==> src/rtl/producto_escalar_pkg.sv <==
// -----------------------------------------------------------------------------
// producto_escalar_pkg
// Shared definitions for the parametrised dot-product family: the control
// state encoding, the default operand/length widths and the rule that sizes
// the accumulator so a maximum-length vector can never overflow it.
// No ports (package).
// -----------------------------------------------------------------------------
package producto_escalar_pkg;

   // Control states of the dot-product sequencer
   typedef enum logic [1:0] {
      IDLE  = 2'd0,
      RUN   = 2'd1,
      DRAIN = 2'd2,
      DONE  = 2'd3
   } state_t;

   localparam int DEF_DATA_W = 8;
   localparam int DEF_LEN_W  = 8;

   // A full-width product needs 2*dataW bits; summing up to 2^lenW-1 of them
   // needs lenW more bits of headroom.
   function automatic int accWidth(input int dataW, input int lenW);
      return 2 * dataW + lenW;
   endfunction

endpackage

==> src/rtl/mult_reg_sd.sv <==
// -----------------------------------------------------------------------------
// mult_reg_sd
// Registered DATA_W x DATA_W multiplier with signed/unsigned select.
// A shift-and-add combinational core feeds one output register; a valid bit
// travels alongside the product so downstream logic knows when to consume it.
//
// Ports:
//   clk          clock, rising edge
//   reset        synchronous active-high reset (clears valid and product)
//   signedMode_i 1 = operands are two's complement
//   valid_i      operands on a_i/b_i are to be multiplied
//   a_i, b_i     operands, DATA_W bits
//   valid_o      product_o holds a fresh product this cycle
//   product_o    full 2*DATA_W-bit product
// -----------------------------------------------------------------------------
module mult_reg_sd #(
   parameter int DATA_W = 8
) (
   input  logic                  clk,
   input  logic                  reset,
   input  logic                  signedMode_i,
   input  logic                  valid_i,
   input  logic [DATA_W-1:0]     a_i,
   input  logic [DATA_W-1:0]     b_i,
   output logic                  valid_o,
   output logic [2*DATA_W-1:0]   product_o
);

   localparam int PROD_W = 2 * DATA_W;

   logic [PROD_W-1:0] aExt;
   logic [PROD_W-1:0] bExt;
   logic [PROD_W-1:0] productComb;
   logic [PROD_W-1:0] product_q;
   logic              valid_q;

   // Extending both operands to the product width (sign or zero, depending on
   // mode) and keeping the low PROD_W bits of the shift-and-add sum yields the
   // correct two's-complement product, so one core serves both modes.
   always_comb begin
      aExt        = {{DATA_W{a_i[DATA_W-1] & signedMode_i}}, a_i};
      bExt        = {{DATA_W{b_i[DATA_W-1] & signedMode_i}}, b_i};
      productComb = '0;
      for (int i = 0; i < PROD_W; i++) begin
         if (bExt[i]) begin
            productComb = productComb + (aExt << i);
         end
      end
   end

   // Output register: the product only updates on a valid input so it stays
   // quiet between beats; the valid bit follows the input valid every cycle.
   always_ff @(posedge clk) begin
      if (reset) begin
         valid_q   <= 1'b0;
         product_q <= '0;
      end else begin
         valid_q <= valid_i;
         if (valid_i) begin
            product_q <= productComb;
         end
      end
   end

   assign valid_o   = valid_q;
   assign product_o = product_q;

endmodule

==> src/rtl/producto_escalar_param.sv <==
// -----------------------------------------------------------------------------
// producto_escalar_param
// Streaming dot product sum(a[i]*b[i]) over a runtime-length vector pair,
// unsigned or two's complement, with valid/ready on input and result.
//
// Ports:
//   clk, reset            clock and synchronous active-high reset
//   start, len,           begin a vector of len beats (sampled in IDLE only);
//   signed_mode           len and signed_mode are latched on that start
//   in_valid, in_ready    a/b beat handshake
//   a, b                  vector elements, DATA_W bits
//   out_valid, out_ready  result handshake
//   result                ACC_W-bit dot product (held after handshake)
//   busy                  high whenever not IDLE
// -----------------------------------------------------------------------------
module producto_escalar_param
   import producto_escalar_pkg::*;
#(
   parameter int DATA_W = DEF_DATA_W,
   parameter int LEN_W  = DEF_LEN_W,
   parameter int ACC_W  = accWidth(DATA_W, LEN_W)
) (
   input  logic              clk,
   input  logic              reset,
   input  logic              start,
   input  logic [LEN_W-1:0]  len,
   input  logic              signed_mode,
   input  logic              in_valid,
   output logic              in_ready,
   input  logic [DATA_W-1:0] a,
   input  logic [DATA_W-1:0] b,
   output logic              out_valid,
   input  logic              out_ready,
   output logic [ACC_W-1:0]  result,
   output logic              busy
);

   localparam int PROD_W = 2 * DATA_W;

   state_t             state_q;
   logic [LEN_W-1:0]   len_q;
   logic [LEN_W-1:0]   cnt_q;
   logic [LEN_W-1:0]   cnt_d;
   logic               signedMode_q;
   logic [ACC_W-1:0]   acc_q;
   logic [ACC_W-1:0]   result_q;
   logic               inReady_q;
   logic               outValid_q;
   logic               busy_q;

   logic               accept;
   logic               lastBeat;
   logic               prodValid;
   logic [PROD_W-1:0]  product;
   logic [ACC_W-1:0]   prodExt;

   // in_ready is registered and only ever high in RUN, so a beat is accepted
   // exactly when the source offers one while we advertise readiness.
   always_comb begin
      accept   = in_valid & inReady_q;
      cnt_d    = cnt_q + LEN_W'(1);
      lastBeat = (cnt_d == len_q);
      prodExt  = {{(ACC_W-PROD_W){product[PROD_W-1] & signedMode_q}}, product};
   end

   mult_reg_sd #(
      .DATA_W (DATA_W)
   ) u_mult (
      .clk          (clk),
      .reset        (reset),
      .signedMode_i (signedMode_q),
      .valid_i      (accept),
      .a_i          (a),
      .b_i          (b),
      .valid_o      (prodValid),
      .product_o    (product)
   );

   // Sequencer, accumulator and registered outputs. The product lands one
   // cycle after its beat, so the accumulator trails acceptance by a stage.
   // DRAIN therefore waits until the multiplier valid bit has cleared, which
   // means the final product has been folded into acc_q, before publishing.
   always_ff @(posedge clk) begin
      if (reset) begin
         state_q      <= IDLE;
         len_q        <= '0;
         cnt_q        <= '0;
         signedMode_q <= 1'b0;
         acc_q        <= '0;
         result_q     <= '0;
         inReady_q    <= 1'b0;
         outValid_q   <= 1'b0;
         busy_q       <= 1'b0;
      end else begin
         if (prodValid) begin
            acc_q <= acc_q + prodExt;
         end
         case (state_q)
            IDLE: begin
               if (start) begin
                  len_q        <= len;
                  signedMode_q <= signed_mode;
                  acc_q        <= '0;
                  cnt_q        <= '0;
                  busy_q       <= 1'b1;
                  if (len != '0) begin
                     state_q   <= RUN;
                     inReady_q <= 1'b1;
                  end else begin
                     state_q    <= DONE;
                     result_q   <= '0;
                     outValid_q <= 1'b1;
                  end
               end
            end
            RUN: begin
               if (accept) begin
                  cnt_q <= cnt_d;
                  if (lastBeat) begin
                     state_q   <= DRAIN;
                     inReady_q <= 1'b0;
                  end
               end
            end
            DRAIN: begin
               if (!prodValid) begin
                  result_q   <= acc_q;
                  outValid_q <= 1'b1;
                  state_q    <= DONE;
               end
            end
            DONE: begin
               if (out_ready) begin
                  outValid_q <= 1'b0;
                  busy_q     <= 1'b0;
                  state_q    <= IDLE;
               end
            end
            default: begin
               state_q <= IDLE;
            end
         endcase
      end
   end

   assign in_ready  = inReady_q;
   assign out_valid = outValid_q;
   assign result    = result_q;
   assign busy      = busy_q;

endmodule

==> config.mk <==
export PLATFORM = sky130hd
export DESIGN_NAME = producto_escalar_param
export DESIGN_NICKNAME = d
export VERILOG_FILES = /design/src/rtl/producto_escalar_pkg.sv /design/src/rtl/mult_reg_sd.sv /design/src/rtl/producto_escalar_param.sv
export SDC_FILE = /design/constraint.sdc
export NUM_CORES = 1
export LEC_CHECK = 0
export CAP_MARGIN = 20
export CORE_MARGIN = 2
export CORE_UTILIZATION = 50
export CTS_CLUSTER_DIAMETER = 150
export DETAILED_ROUTE_END_ITERATION = 10
export PLACE_DENSITY = 0.78
export SLEW_MARGIN = 20
export SYNTH_ARGS = -nofsm -noshare
export SYNTH_HDL_FRONTEND = slang
export SYNTH_SLANG_ARGS = --single-unit
==> constraint.sdc <==
create_clock -name clk -period 27.6 [get_ports clk]
set_input_delay 5.52 -clock clk [delete_from_list [all_inputs] [get_ports clk]]
set_output_delay 5.52 -clock clk [all_outputs]
set_load 0.1 [all_outputs]
==> results.txt <==
The flow ran to the end, and the final reports show no timing, DRC or antenna violations. In this run the clock root is driven by a clkbuf_16. The initialized floorplan defines 50 standard-cell rows.

The total congestion overflow is 0. Among all flip-flop cells after synthesis, the most frequent one is dfxtp_1. The internal power consumption came out at between 500 and 600 uW. The weighted congestion reported at the end of routability-driven placement is 0.864.

The number of clock sinks seen by CTS is 87. The placed instance area is ~10000 um2. The number of cells on the worst reg-to-reg path came out at 74. In this run, post-CTS repair resized a total of 0 instances. The final routed wirelength across all metal layers came out at about 22 mm. Once detail routing completed, the nets flagged for antenna violations numbered 0. Summing the sequential cell areas from Yosys gives between 10% and 20% of the chip area. The slew at the pin closest to its max-slew limit is 1.01 ns.

The worst setup slack for register-to-register paths came out at 12.35 ns. The core footprint is around 19000 um2. The portion of total power attributed to the clock network came out at a little over an eighth.

Following the worst setup path forward leads to its endpoint at u_mult.product_o[15]$_SDFFE_PP0P_. The net switching power is 485 uW. The largest buffer count on any clock path is 2. The average wire per cell in the routed design came out at around 14 um. The number of DRC violations after detailed routing is 0. The total count of max-transition violations in the final report came out at 0. The post-route netlist has around 5.5% of its cells at a drive strength greater than 1.

The number of vias in the routed layout is 8577. For the finished layout, the period the worst path requires is 22.62 ns. The number of buffer cells added on primary ports is 56. After filler insertion, the fill cell instance count of the layout stands at ~1700. The launch instance of the worst register-to-register path is signedMode_q$_SDFFE_PP0P_.

The deepest level of the CTS H-tree came out at 3. The top cell types in the final layout, fill and taps aside, are a21oi_1 (147), nand2_1 (135), ha_1 (126). The chip width is around 140 um. Across the routed clock network, the largest skew measured is about 0.0083 ns. The worst IR drop on VDD is slightly above 0.08 mV. dfxtp_1 takes more of the synthesized area than any other cell.

The number of buffers added for setup after CTS came out at 0. The maximum operating frequency is 44.2 MHz. The most critical setup path has its startpoint at a[1]. The number of detailed-route iterations in the first pass is 6. The largest incremental delay on the critical path is around 0.90 ns. The maximum fanout count along the critical path is 17. Setup repair after global routing left no endpoint under its margin. The combinational group share of total power is 72.4%. The TritonCTS clock tree is yes. The count of routing violations after the opening detailed-route iteration came out at between 400 and 500. The standby leakage power came out at roughly 4.7 nW.

The first-pass GRT wire length came out at between 30 and 40 mm. STA puts the critical path data arrival time at between 20 and 25 ns. The endpoint of the worst-slack reg-to-reg timing path is u_mult.product_o[15]$_SDFFE_PP0P_.

The post-CTS clock slew at the launch and capture registers of the worst setup and hold paths came out at about 0.07 ns. The area fraction of the dominant cell type after synthesis came out at 18.1%. The final net count came out at between 1000 and 1500. The most frequent standard cell in the layout excluding fill and tap cells is a21oi_1. The CTS buffer count came out at 9. The number of buffers added to fix hold violations after cts is 0. The number of antenna violations at the first check in global routing is 0. The number of max-capacitance violations reported is 0.

The pin count of the biggest net entering global routing is a little under 60. Synthesis produced a netlist with a net count of approximately 1400. The relative area change from synthesis to final layout came out at 10.6%. The netlist uses 73 different library cells. The number of endpoints with negative hold slack in the final report is 0. The number of inserted diodes came out at 0. During synthesis, Yosys emitted a total of 0 warnings. The required time of the worst setup path came out at ~28 ns. The total power density per cell area is 98.6 nW/um2. Using the TritonRoute via totals, the vias-per-cell ratio works out to 5.71. The utilization after layout came out at 56.7%. By area the synthesized netlist is led by dfxtp_1 (18%), ha_1 (16%), a21oi_1 (7.6%). Measured against its own limit, the worst slew margin works out to between 30 and 40%. The number of top-level pins is 57.

Averaged over all synthesized cells, the footprint is just under 8 um2. The kind of critical path is in2reg. The summed instance area of the synthesized netlist came out at 9630 um2. The number of enable-type register cells in the synthesized netlist came out at 0. Net switching is between 40% and 50% of the power. The clock insertion delay at the later pin of the skew report came out at 0.34 ns. Detailed placement ended at an HPWL of 16.5 mm. The most frequent cell on the critical path is ha_1.

The final worst-path cycle share is 82.0%. The worst setup path is launched from an input pin. The sequential power share is between 10% and 20%.

The tightest min-delay check is of the reg2reg type. The initial standard-cell utilization of the core is between 50 and 60%. The worst setup path is captured at a register.

The via count of the first global-routing pass is slightly above 8000. The slowest stage of the critical path is the clkdlybuf4s50_1 cell. The full die area came out at approximately 20000 um2.

For this run, asynchronously set or reset flops after synthesis account for 0%. The final setup violation count is 0. In the global route stage, overall resource usage came out at between 20 and 25%.

The finished layout cell area is around 11000 um2. Counting every instance in the synthesized netlist gives 1244. From bottom edge to top edge, the die measures 143 um. The final-layout setup total negative slack is 0 ns.

The synthesized design contains 87 register bits.
-- cell type report --
class	instances	area (um2)	share of cell area, %
Clock buffer	9	225	2.12
Clock inverter	7	124	1.16
Inverter	67	254	2.39
Multi-Input combinational cell	1037	7410	69.6
Sequential cell	87	1740	16.4
Tap cell	234	293	2.75
Timing Repair Buffer	62	601	5.64
-- cells in the mapped netlist (10+ instances only) --
library cell,number
a211oi_1,17
a21o_1,43
a21oi_1,147
and2_1,10
clkbuf_1,36
dfxtp_1,87
fa_1,14
ha_1,126
inv_1,63
mux2_2,14
mux2i_1,29
nand2_1,135
nand2b_1,19
nand3_1,42
nor2_1,89
nor2b_1,20
nor3_1,17
o21a_1,15
o21ai_0,70
o21bai_1,11
xnor2_1,71
xor2_1,44
-- worst max-delay path: cells and delay by family --
family / cells / cell delay, ns
fa+ha+maj: 16 / 4.96
compound gates: 25 / 4.77
xor+xnor: 18 / 3.11
buf+inv: 6 / 2.01
simple gates: 17 / 1.93
mux: 2 / 0.57
-- worst min-delay path by stage --
stage	start	to	cells past startpoint
2_1_floorplan	u_mult.product_o[9]$_SDFFE_PP0P_	u_mult.product_o[9]$_SDFFE_PP0P_	2
3_3_place_gp	result[6]$_SDFFE_PP0P_	result[6]$_SDFFE_PP0P_	2
3_5_place_dp	result[4]$_SDFFE_PP0P_	result[4]$_SDFFE_PP0P_	2
4_1_cts	result[4]$_SDFFE_PP0P_	result[4]$_SDFFE_PP0P_	2
5_1_grt	result[15]$_SDFFE_PP0P_	result[15]$_SDFFE_PP0P_	2
6_report	result[4]$_SDFFE_PP0P_	result[4]$_SDFFE_PP0P_	2
-- cell families after synthesis --
logic type	count (synthesis)	share of synthesized area (%)
multiplexers	44	4.81
AND/OR/NAND/NOR	358	17.0
adder cells (fa/ha/maj)	141	19.4
buffers and inverters	120	4.96
AO/OA/AOI/OAI	377	24.8
XOR/XNOR	117	10.9
flip-flops	87	18.1
-- power groups by stage --
stage	logic, mW	registers [mW]	clock network [mW]
after detailed placement	0.750	0.149	0
final	0.760	0.146	0.144
after global routing	0.858	0.147	0.151
after floorplan	0.610	0.159	0
after global placement	0.727	0.148	0
after CTS	0.756	0.146	0.146
-- through the flow --
stage,power (mW),hold slack [ns],std cells,setup WS [ns]
after floorplan,0.769,0.436,1244,7.48
after global placement,0.875,0.439,1487,5.33
after detailed placement,0.899,0.447,1487,4.77
after CTS,1.05,0.454,1503,5.07
after global routing,1.16,0.475,1503,3.45
final,1.05,0.451,1503,4.98
-- metal layers --
metal	track usage [%]	vias up	routed length [um]
li1	-	4432	-
met1	29.6	3958	10600
met2	36.5	163	9740
met3	3.42	24	912
met4	5.00	0	293
met5	0	-	0
-- state kept, by name (all words and copies together), names as in the netlist --
name / flops
signedMode_q: 1
in_ready: 1
result: 24
u_mult.valid_o: 1
out_valid: 1
busy: 1
u_mult.product_o: 16
len_q: 8
acc_q: 24
cnt_q: 8
state_q: 2
No activity file was read; power rests on OpenSTA's default activity.
